**src/rtl/rsa_pkg.sv**
```systemverilog
`default_nettype none
// ============================================================================
// rsa_pkg : shared RSA datapath types and helpers (MMM_FINAL_SUB_EN aware)
// Rev 1.0
// ============================================================================
package rsa_pkg;

  typedef enum logic [2:0] {
    IDLE    = 3'd0,
    LOAD    = 3'd1,
    RUN     = 3'd2,
    CORRECT = 3'd3,
    DONE    = 3'd4
  } mmm_state_e;

  // Edges from the start-sampling edge to the edge after which done is high.
  function automatic int mmm_latency(input int width);
`ifdef MMM_FINAL_SUB_EN
    return width + 3;
`else
    return width + 2;
`endif
  endfunction

endpackage
`default_nettype wire

```
**src/rtl/mmm_step.sv**
```systemverilog
`default_nettype none
// ============================================================================
// mmm_step : one combinational radix-2 Montgomery iteration
// Rev 1.0
// ============================================================================
module mmm_step #(
  parameter int WIDTH = 8
) (
  input  logic [WIDTH+1:0] acc_i,
  input  logic             a_bit_i,
  input  logic [WIDTH-1:0] b_i,
  input  logic [WIDTH-1:0] n_i,
  output logic [WIDTH+1:0] acc_o
);

  // One spare bit keeps out-of-contract operands from wrapping silently.
  logic [WIDTH+2:0] sum;
  logic [WIDTH+2:0] t;

  always_comb begin
    sum   = {1'b0, acc_i} + (a_bit_i ? {3'b000, b_i} : '0);
    t     = sum[0] ? (sum + {3'b000, n_i}) : sum;
    acc_o = t[WIDTH+2:1];
  end

endmodule
`default_nettype wire

```
**src/rtl/mmm_bitserial.sv**
```systemverilog
`default_nettype none
// ============================================================================
// mmm_bitserial : radix-2 bit-serial Montgomery multiplier, R = A*B*2^-WIDTH mod N
// Optional final subtraction enabled by MMM_FINAL_SUB_EN.  Rev 1.0
// ============================================================================
module mmm_bitserial
  import rsa_pkg::*;
#(
  parameter int WIDTH = 8
) (
  input  logic             clk,
  input  logic             rstb,
  input  logic             ena,
  input  logic             start,
  input  logic [WIDTH-1:0] b,
  input  logic [WIDTH-1:0] n,
  input  logic             a_bit,
  output logic             sr_ena,
  output logic             sr_load,
  output logic             sr_clear_n,
  output logic [WIDTH:0]   result,
  output logic             busy,
  output logic             done
);

  localparam int               CNT_W    = $clog2(WIDTH + 1);
  localparam logic [CNT_W-1:0] CNT_LAST = CNT_W'(WIDTH - 1);

  mmm_state_e       state_q;
  logic [WIDTH+1:0] acc_q;
  logic [WIDTH+1:0] acc_d;
  logic [CNT_W-1:0] cnt_q;
  logic [WIDTH-1:0] b_q;
  logic [WIDTH-1:0] n_q;
  logic [WIDTH:0]   result_q;
  logic             done_q;

  mmm_step #(.WIDTH(WIDTH)) u_step (
    .acc_i   (acc_q),
    .a_bit_i (a_bit),
    .b_i     (b_q),
    .n_i     (n_q),
    .acc_o   (acc_d)
  );

  always_ff @(posedge clk) begin
    if (!rstb) begin
      state_q  <= IDLE;
      acc_q    <= '0;
      cnt_q    <= '0;
      b_q      <= '0;
      n_q      <= '0;
      result_q <= '0;
      done_q   <= 1'b0;
    end else if (!ena) begin
      done_q <= 1'b0;
    end else begin
      done_q <= 1'b0;
      case (state_q)
        IDLE: begin
          if (start) state_q <= LOAD;
        end
        LOAD: begin
          b_q     <= b;
          n_q     <= n;
          acc_q   <= '0;
          cnt_q   <= '0;
          state_q <= RUN;
        end
        RUN: begin
          acc_q <= acc_d;
          cnt_q <= cnt_q + CNT_W'(1);
          if (cnt_q == CNT_LAST) begin
`ifdef MMM_FINAL_SUB_EN
            state_q <= CORRECT;
`else
            state_q <= DONE;
`endif
          end
        end
`ifdef MMM_FINAL_SUB_EN
        CORRECT: begin
          if (acc_q >= {2'b00, n_q}) acc_q <= acc_q - {2'b00, n_q};
          state_q <= DONE;
        end
`endif
        DONE: begin
          result_q <= acc_q[WIDTH:0];
          done_q   <= 1'b1;
          state_q  <= IDLE;
        end
        default: state_q <= IDLE;
      endcase
    end
  end

  // Upstream shift-register controls follow the state directly so they line up
  // with the edge that acts on them.
  always_comb begin
    sr_ena     = 1'b0;
    sr_load    = 1'b0;
    sr_clear_n = 1'b1;
    if (ena) begin
      case (state_q)
        LOAD: begin
          sr_ena  = 1'b1;
          sr_load = 1'b1;
        end
        RUN: sr_ena = 1'b1;
        DONE: begin
          sr_ena     = 1'b1;
          sr_clear_n = 1'b0;
        end
        default: ;
      endcase
    end
  end

  assign busy   = (state_q != IDLE);
  assign done   = done_q;
  assign result = result_q;

endmodule
`default_nettype wire

```
**config.mk**
```make
export PLATFORM = sky130hd
export DESIGN_NAME = mmm_bitserial
export DESIGN_NICKNAME = d
export VERILOG_FILES = /design/src/rtl/rsa_pkg.sv /design/src/rtl/mmm_step.sv /design/src/rtl/mmm_bitserial.sv
export SDC_FILE = /design/constraint.sdc
export NUM_CORES = 1
export LEC_CHECK = 0
export ABC_AREA = 1
export CAP_MARGIN = 20
export CORE_ASPECT_RATIO = 0.6
export CORE_UTILIZATION = 28
export DETAILED_ROUTE_END_ITERATION = 16
export PLACE_DENSITY = 0.54
export SETUP_SLACK_MARGIN = 0.3
export SLEW_MARGIN = 20
export SYNTH_ARGS = -nofsm -noshare
export SYNTH_HDL_FRONTEND = slang
export SYNTH_SLANG_ARGS = --single-unit
```
**constraint.sdc**
```tcl
create_clock -name clk -period 3.2 [get_ports clk]
set_input_delay 0.48 -clock clk [delete_from_list [all_inputs] [get_ports clk]]
set_output_delay 0.48 -clock clk [all_outputs]
set_load 0.02 [all_outputs]
```
==> results of run 1 <==
-- area by class of cell --
cell class,count,area (µm²),area share [%]
clock buffer,5,125,3.48
clock inverter,3,25.0,0.696
inverter,47,176,4.91
multi-input combinational,277,1650,46.0
sequential,43,861,24.0
tap,112,140,3.90
timing repair buffer,71,613,17.1
-- metrics by stage --
stage | hold slack [ns] | instances | util (%) | setup WS (ns) | TNS (ns)
final | 0.484 | 558 | 40.9 | 0.505 | 0
after global routing | 0.502 | 558 | 40.9 | 0.290 | 0
after CTS | 0.489 | 555 | 39.7 | 0.385 | 0
after detailed placement | 0.475 | 546 | 37.4 | -0.214 | -1.04
after global placement | 0.460 | 546 | 37.4 | -0.173 | -0.921
after floorplan | 0.448 | 380 | - | 0.335 | 0
-- state kept, by name, indices dropped and copies added, names as in the netlist --
| signal | count |
|---|---|
| b_q | 8 |
| acc_q | 10 |
| cnt_q | 4 |
| state_q | 3 |
| done | 1 |
| n_q | 8 |
| result | 9 |
-- worst min-delay path: stages, from the launching register on --
cell and delay, ns:
dfxtp_1 0.30, inv_1 0.07, a21oi_1 0.06
-- worst paths after layout --
| kind | from | endpoint | slack (ns) | depth (start not counted) |
|---|---|---|---|---|
| setup reg to reg | b_q[0] | acc_q[6] | 0.50 | 21 |
| setup / recovery | b_q[0] | acc_q[6] | 0.50 | 21 |
| hold / removal | cnt_q[3] | cnt_q[3] | 0.48 | 2 |
| hold reg to reg | cnt_q[3] | cnt_q[3] | 0.48 | 2 |
-- layer usage --
metal	vias to the layer above	share of wire [%]	wire, µm	track usage (%)
li1	1346	-	-	-
met1	1150	59	4090	22.9
met2	45	37	2550	19.3
met3	4	4.1	287	3.77
met4	0	0.69	48	3.61
met5	-	0	0	0
-- Yosys cell counts (2+ instances only) --
cell      instances  area (µm²)
fa_1              2        40.0
nand4_1           3        18.8
xor2_1            6        52.6
dfxtp_1          43         861
nor2_1           57         214
inv_1            37         139
xnor2_1           2        17.5
inv_2             8        30.0
o21ai_1           8        40.0
clkinv_1          2        7.51
nand3_2           2        20.0
nand2_1          77         289
o211ai_1          4        30.0
nand2_2          11        68.8
buf_4             2        15.0
nand3_1          19        95.1
buf_2             4        20.0
o21bai_1          2        15.0
nor2_2            2        12.5
ha_1             16         200
a21oi_1          27         135
o21ai_0          25         125
a21oi_2           3        26.3
clkbuf_1          7        26.3
-- cells in the final DEF (no fill, tap or decap), drive strengths merged, types with 4 or more instances in the layout --
| master | Yosys | routed |
|---|---|---|
| nand2 | 89 | 89 |
| nor2 | 60 | 60 |
| inv | 45 | 45 |
| dfxtp | 43 | 43 |
| buf | 6 | 37 |
| clkdlybuf4s50 | 0 | 33 |
| o21ai | 33 | 33 |
| a21oi | 31 | 31 |
| nand3 | 21 | 21 |
| ha | 16 | 16 |
| clkbuf | 7 | 6 |
| xor2 | 6 | 6 |
| o211ai | 4 | 4 |
| clkinv | 2 | 4 |
-- where the power goes --
part | internal [mW] | switching (mW) | leakage, nW
clock | 0.292 | 0.222 | 0.0700
sequential | 0.564 | 0.0215 | 0.349
combinational | 0.121 | 0.141 | 1.21
-- cell families (layout without fill, tap and decap cells) --
| logic type | after synthesis | in the layout |
|---|---|---|
| simple gates | 177 | 177 |
| compound gates | 74 | 74 |
| fa+ha+maj | 18 | 18 |
| flops | 43 | 43 |
| xor+xnor | 8 | 8 |
| buf+inv | 60 | 126 |
-- timing repair --
action | in CTS | in global routing
gates resized for setup | 12 | 17
endpoints found under the setup margin | 7 | 6
buffers inserted | 1 | 3
pin swaps | 9 | 10
==> out/qor.yml, run 1 <==
worst_setup_path:
  critPathRequiredTime_ns: 3.41
  cp_slowest_stage_delay_ns: 0.36
  criticalPathCategory: "reg2reg"
  worstPathArrival_ns: 2.91
  crit_top_cell: "nand2_2"
  path_buf_inv: 4
  end_kind: "flop"
  crit_path_start_kind: "flop"
  worstPathCellList: "nand2_1 -> inv_1 -> ha_2 -> inv_2 -> fa_2 -> inv_1 -> nand3_1 -> nand2_2 -> a21oi_2 -> or2_1 -> nand2_2 -> ha_4 -> nand2_2 -> inv_1 -> a21oi_2 -> nand2_1 -> nand2_2 -> nand2_1 -> a21oi_1 -> o21ai_1 -> a21oi_1"
  slowest_stage: "fa_2"
  cp_max_fo: 4
  critical_path.top_delay_family: "simple AND/OR/NAND/NOR gates"
route:
  routed_via_density: 4.56
  routedWlPerCell_um: 12.5
  first_pass_iters: 4
  routed_wl_mm: 6.97
  dr.first_iter.drc_count: 148
  antenna_left: 0
  via_count: 2545
  drcViolationCount: 0
timing:
  clock.fmax_mhz: 371
  rsz0062_at_grt: "false"
  period_minus_slack_ns: 2.70
  slew_headroom_pct: 62.8
  hold_viol: 0
  skew_ns: 0.00697
  tightest_slew_ns: 0.558
  slew_violations: 0
  setup_viol: 0
  fin_crit_sh_pct: 84.2
floorplan:
  rows: 26
  die_width_um: 127
  die_h_um: 76.8
  dieArea_um2: 9720
  core-area_um2: 8780
  ioPinCount: 35
  initial_core_util_pct: 29.7
flow_run:
  max_cap_viol_count: 0
power_and_ir_drop:
  power.density_nw_per_um2: 379
  report.power.total_mw: 1.36
  ir_drop_uv: 194
  p_leak_nw: 1.63
placed_design:
  port_buffers: 34
  placed_cell_area_um2: 3280
  dp_hpwl_mm: 5.65
  gp_congestion: 0.870
clocking:
  htree_num_levels: 2
  tritoncts: "built"
  clk_latency_ns: 0.29
  root_buffer: "clkbuf_16"
  max-clock-path-buffers: 2
  hold_buffers: 0
  cts_inserted_buffers: 5
  clock-sinks: 43
  clk_transition_reported_paths_ns: 0.06
hold_path:
  hold_class: "reg2reg"
synth:
  ys_ff_latch: 43
  synth-edff-count: 0
  seq_area_frac_synth_pct: 33.0
  synthCells: 380
  synth_fa_ha_area_share_pct: 9.21
  async_reset_ff_share_pct: 0
  synth_top_family_by_area: "simple AND/OR/NAND/NOR gates"
  synth_compound_area_share_pct: 16.2
  synth_mux_area_share_pct: 0
  synth_xor_area_share_pct: 2.69
  syn-num-nets: 419
  yosys_warnings: 0
  synth_flop_cell: "dfxtp_1"
  synth-simple-area-share_pct: 29.8
  netlist_area_um2: 2610
  synth_cell_types: 35
  synth.avg_cell_area_um2: 6.87
finish:
  final_area_um2: 3590
  drive_above_1_share_pct: 23.1
  fill_cells: 939
  syn2layout_area_growth_pct: 37.7
  finalNetCount: 484
  antenna_cells: 0
global_routing:
  antenna_found_initial: 0
  overflow: 0
  grt_max_degree: 18
  grt_pass1_vias: 2235
  grt_use_total_pct: 14.7
  grt_pass1_wl_mm: 11.0
run_status:
  outcome: "finished, final reports clean"
(Power assumes the default switching activity.)
==> inputs of run 2 (changes only) <==
Settings changed: PLACE_DENSITY 0.54 to 0.52.
Clock period 3.2 ns to 2.5 ns, I/O delays scaled along.
==> out/qor.yml, run 2 (synthesis gave the netlist of run 1 again) <==
global_routing:
  overflow: 0
  grt_pass1_wl_mm: 12.4
  grt_use_total_pct: 16.7
  grt_pass1_vias: 2429
  grt_max_degree: 31
  antenna_found_initial: 0
clocking:
  max-clock-path-buffers: 2
  tritoncts: "built"
  clk_transition_reported_paths_ns: 0.06
  htree_num_levels: 2
  clk_latency_ns: 0.29
  root_buffer: "clkbuf_16"
  hold_buffers: 0
  clock-sinks: 43
  cts_inserted_buffers: 5
finish:
  finalNetCount: 511
  finalNonFillerCells: 585
  largest_reg_flops: 10
  antenna_cells: 0
  largest_register: "acc_q"
  drive_above_1_share_pct: 35.1
  final_common_cell: "nand2_1"
  fill_cells: 893
  final_cell_mix: "nand2_1, nor2_1, buf_4"
  syn2layout_area_growth_pct: 56.2
worst_setup_path:
  crit_path_start_kind: "flop"
  cp_max_fo: 4
  criticalPathCategory: "reg2reg"
  critPathRequiredTime_ns: 2.66
  slowest_stage: "fa_2"
  worstPathCellList: "nand2_2 -> inv_2 -> ha_4 -> inv_2 -> fa_2 -> inv_2 -> nand3_4 -> nand2_4 -> a21oi_2 -> or2_1 -> nand2_2 -> ha_4 -> nand2_2 -> inv_2 -> a21oi_2 -> nand2_1 -> nand2_1 -> nand2_1 -> nand3_1 -> nand2_2 -> nand3_2 -> a21oi_2"
  end_kind: "flop"
  worstPathArrival_ns: 2.87
  cp_slowest_stage_delay_ns: 0.34
timing:
  slew_headroom_pct: 62.4
  tightest_slew_ns: 0.563
  holdWs_ns: 0.474
  setup_viol: 7
  fin_ws_ns: -0.208
  rsz0062_at_grt: "true"
  period_minus_slack_ns: 2.71
  slew_violations: 0
  skew_ns: 0.00675
  fin_crit_sh_pct: 108
  hold_viol: 0
  clock.fmax_mhz: 369
floorplan:
  die_width_um: 127
  rows: 26
  ioPinCount: 35
  die_h_um: 76.8
  initial_core_util_pct: 29.7
  dieArea_um2: 9720
  core-area_um2: 8780
placed_design:
  port_buffers: 34
  dp_hpwl_mm: 5.82
  dp.cells: 559
  gp_congestion: 0.906
route:
  routedWlPerCell_um: 13.6
  via_count: 2669
  antenna_left: 0
  routed_via_density: 4.56
  dr.first_iter.drc_count: 197
  first_pass_iters: 4
  drcViolationCount: 0
  routed_wl_mm: 7.98
power_and_ir_drop:
  report.power.total_mw: 1.80
  ir_drop_uv: 255
  power.density_nw_per_um2: 442
  p_leak_nw: 1.83
hold_path:
  hold_class: "reg2reg"
run_status:
  violations: "negative setup slack"
  outcome: "finished with violations"
flow_run:
  max_cap_viol_count: 0
-- run 2: changes by cell type in the layout (fill, tap and decap cells not counted), sizes merged --
cell and delta:
buf +28, clkdlybuf4s50 -2, clkinv -1, dlygate4sd2 +1, dlymetal6s2s +1
-- run 2: path summary, 6_finish.rpt --
kind | startpoint | end | slack (ns) | depth (start not counted)
min reg2reg | cnt_q[3] | cnt_q[3] | 0.47 | 2
max | b_q[0] | acc_q[8] | -0.21 | 22
min | cnt_q[3] | cnt_q[3] | 0.47 | 2
max reg2reg | b_q[0] | acc_q[8] | -0.21 | 22
-- run 2: final cells by class --
type                            instances  area [µm²]  share of cell area, %
Tap cell                              112         140                   3.44
Inverter                               47         176                   4.33
Multi-Input combinational cell        277        1890                   46.3
Clock buffer                            6         129                   3.16
Sequential cell                        43         863                   21.2
Timing Repair Buffer                   98         867                   21.3
Clock inverter                          2        12.5                  0.307
-- run 2: per-layer routing --
layer | global-route usage [%] | routed length (µm) | up-vias | share of wire (%)
li1 | - | - | 1405 | -
met1 | 25.9 | 4330 | 1194 | 54
met2 | 22.4 | 3170 | 64 | 40
met3 | 4.12 | 426 | 6 | 5.3
met4 | 3.61 | 52 | 0 | 0.65
met5 | 0 | 0 | - | 0
-- run 2: worst max-delay path, delay by kind of cell, from the launching register on --
family,cells,cell delay (ns)
AOI/OAI and AO/OA,3,0.24
adders and majority gates,3,0.69
buffers and inverters,4,0.21
DFF,1,0.33
and+or+nand+nor,12,1.08
-- run 2: stage by stage --
step / area, µm² / util, % / TNS, ns / setup slack (ns)
6_report: 4070 / 46.4 / -0.776 / -0.208
5_1_grt: 4070 / 46.4 / -1.88 / -0.337
4_1_cts: 3910 / 44.5 / -0.697 / -0.161
3_5_place_dp: 3420 / 39.0 / -7.78 / -0.992
3_3_place_gp: 3420 / 39.0 / -8.03 / -1.04
2_1_floorplan: 2670 / - / -0.830 / -0.218
-- run 2: what timing repair did --
| item | 4_1_cts | 5_1_grt |
|---|---|---|
| gates resized for setup | 47 | 34 |
| setup endpoints to repair | 11 | 11 |
| hold endpoints to repair | 0 | 0 |
| setup buffers | 12 | 6 |
| pin swaps | 16 | 24 |
-- run 2: power by group --
group	internal [mW]	leakage, nW	switching (mW)
clock network	0.369	0.0669	0.272
logic	0.199	1.41	0.210
registers	0.722	0.350	0.0275
total	1.29	1.83	0.510
==> inputs of run 3 (changes only) <==
Settings changed: SLEW_MARGIN 20 to 25.
Clock period 2.5 ns to 3.23 ns, I/O delays scaled along.
==> out/qor.yml, run 3 (synthesis gave the netlist of run 1 again) <==
timing:
  skew_ns: 0.00784
  slew_headroom_pct: 62.7
  hold_viol: 0
  setup_viol: 0
  period_minus_slack_ns: 2.73
  rsz0062_at_grt: "false"
  slew_violations: 0
  tightest_slew_ns: 0.559
  final.setup.tns_ns: 0
  clock.fmax_mhz: 366
  fin_crit_sh_pct: 84.5
route:
  antenna_left: 0
  via_count: 2511
  dr.first_iter.drc_count: 73
  routedWlPerCell_um: 12.6
  routed_via_density: 4.50
  first_pass_iters: 4
  drcViolationCount: 0
  routed_wl_mm: 7.02
finish:
  ff_latch_area_um2: 862
  drive_above_1_share_pct: 21.5
  final_common_cell: "nand2_1"
  antenna_cells: 0
  fin_util_pct: 40.8
  fill_cells: 930
  syn2layout_area_growth_pct: 37.5
  final_cell_mix: "nand2_1, nor2_1, dfxtp_1"
  largest_register: "acc_q"
  finalNetCount: 484
  largest_reg_flops: 10
  multi_input_area_um2: 1630
floorplan:
  core-area_um2: 8780
  dieArea_um2: 9720
  rows: 26
  initial_core_util_pct: 29.7
  ioPinCount: 35
  die_h_um: 76.8
  die_width_um: 127
clocking:
  hold_buffers: 0
  clock-sinks: 43
  max-clock-path-buffers: 2
  clk_latency_ns: 0.29
  clk_transition_reported_paths_ns: 0.06
  root_buffer: "clkbuf_16"
  cts_inserted_buffers: 5
  tritoncts: "built"
  htree_num_levels: 2
global_routing:
  grt_use_total_pct: 15.4
  grt_pass1_wl_mm: 11.6
  overflow: 0
  grt_pass1_vias: 2415
  grt_max_degree: 32
  antenna_found_initial: 0
worst_setup_path:
  crit_path_start_kind: "input port"
  cp_max_fo: 11
  path_buf_inv: 5
  worstPathCellList: "clkdlybuf4s50_1 -> inv_1 -> nor2_8 -> inv_2 -> nand2_2 -> inv_2 -> nand2_1 -> clkdlybuf4s50_1"
  critPathRequiredTime_ns: 2.75
  cp_slowest_stage_delay_ns: 0.59
  end_kind: "output port"
  criticalPathCategory: "in2out"
  critical_path.top_delay_family: "buffers and inverters"
  worstPathArrival_ns: 2.24
  slowest_stage: "clkdlybuf4s50_1"
placed_design:
  dp_hpwl_mm: 5.48
  port_buffers: 34
  gp_congestion: 0.848
power_and_ir_drop:
  p_leak_nw: 1.66
  power.density_nw_per_um2: 397
  ir_drop_uv: 194
flow_run:
  max_cap_viol_count: 0
run_status:
  outcome: "finished, final reports clean"
hold_path:
  hold_class: "reg2reg"
run 3: changes by cell type in the layout (fill, tap and decap cells not counted), sizes merged:
| cell | delta |
|---|---|
| buf | -28 |
| bufinv | +1 |
| clkdlybuf4s50 | +2 |
| clkinv | +1 |
| clkinvlp | -1 |
| dlygate4sd2 | -1 |
| dlymetal6s2s | -1 |
run 3: worst paths after layout:
path,startpoint,endpoint,slack (ns),cells after the start
setup / recovery,ena,sr_ena,0.50,8
hold / removal,b_q[0],b_q[0],0.48,2
setup reg to reg,b_q[0],acc_q[8],0.51,22
hold reg to reg,b_q[0],b_q[0],0.48,2
run 3: repair_timing:
item	in CTS	in global routing
resized for setup	9	14
buffers inserted	1	4
endpoints found under the setup margin	7	7
cloned	0	0
pin swaps	6	8
run 3: tightest hold or removal path: stages, from the launching register on:
cell and delay (ns):
dfxtp_2 0.33, nor2_1 0.04, nor2_1 0.08
run 3: power breakdown:
group	switching [mW]	leakage (nW)	internal [mW]
registers	0.0200	0.349	0.559
logic	0.138	1.22	0.117
clock network	0.227	0.0838	0.365
run 3: metal layers:
metal  GRT usage, %  wire, µm
met1           23.1      3970
met2           21.4      2710
met3           3.56       284
met4           4.10        61
met5              0         0
run 3: through the flow:
stage | instance area (µm²) | power [mW] | setup WS, ns | cells | hold WS (ns)
after global placement | 3270 | 0.832 | -0.153 | 545 | 0.470
after CTS | 3510 | 1.44 | 0.373 | 554 | 0.486
after detailed placement | 3270 | 0.834 | -0.223 | 545 | 0.471
after floorplan | 2620 | 0.729 | 0.322 | 380 | 0.448
final | 3590 | 1.43 | 0.501 | 558 | 0.479
after global routing | 3590 | 1.50 | 0.293 | 558 | 0.509
run 3: cell type report:
type,count,area share [%]
clock buffers,5,3.49
repair buffers,71,17.1
well taps,112,3.91
flip-flops and latches,43,24.0
clock inverters,3,1.22
inverters,47,4.92
multi-input cells,277,45.3
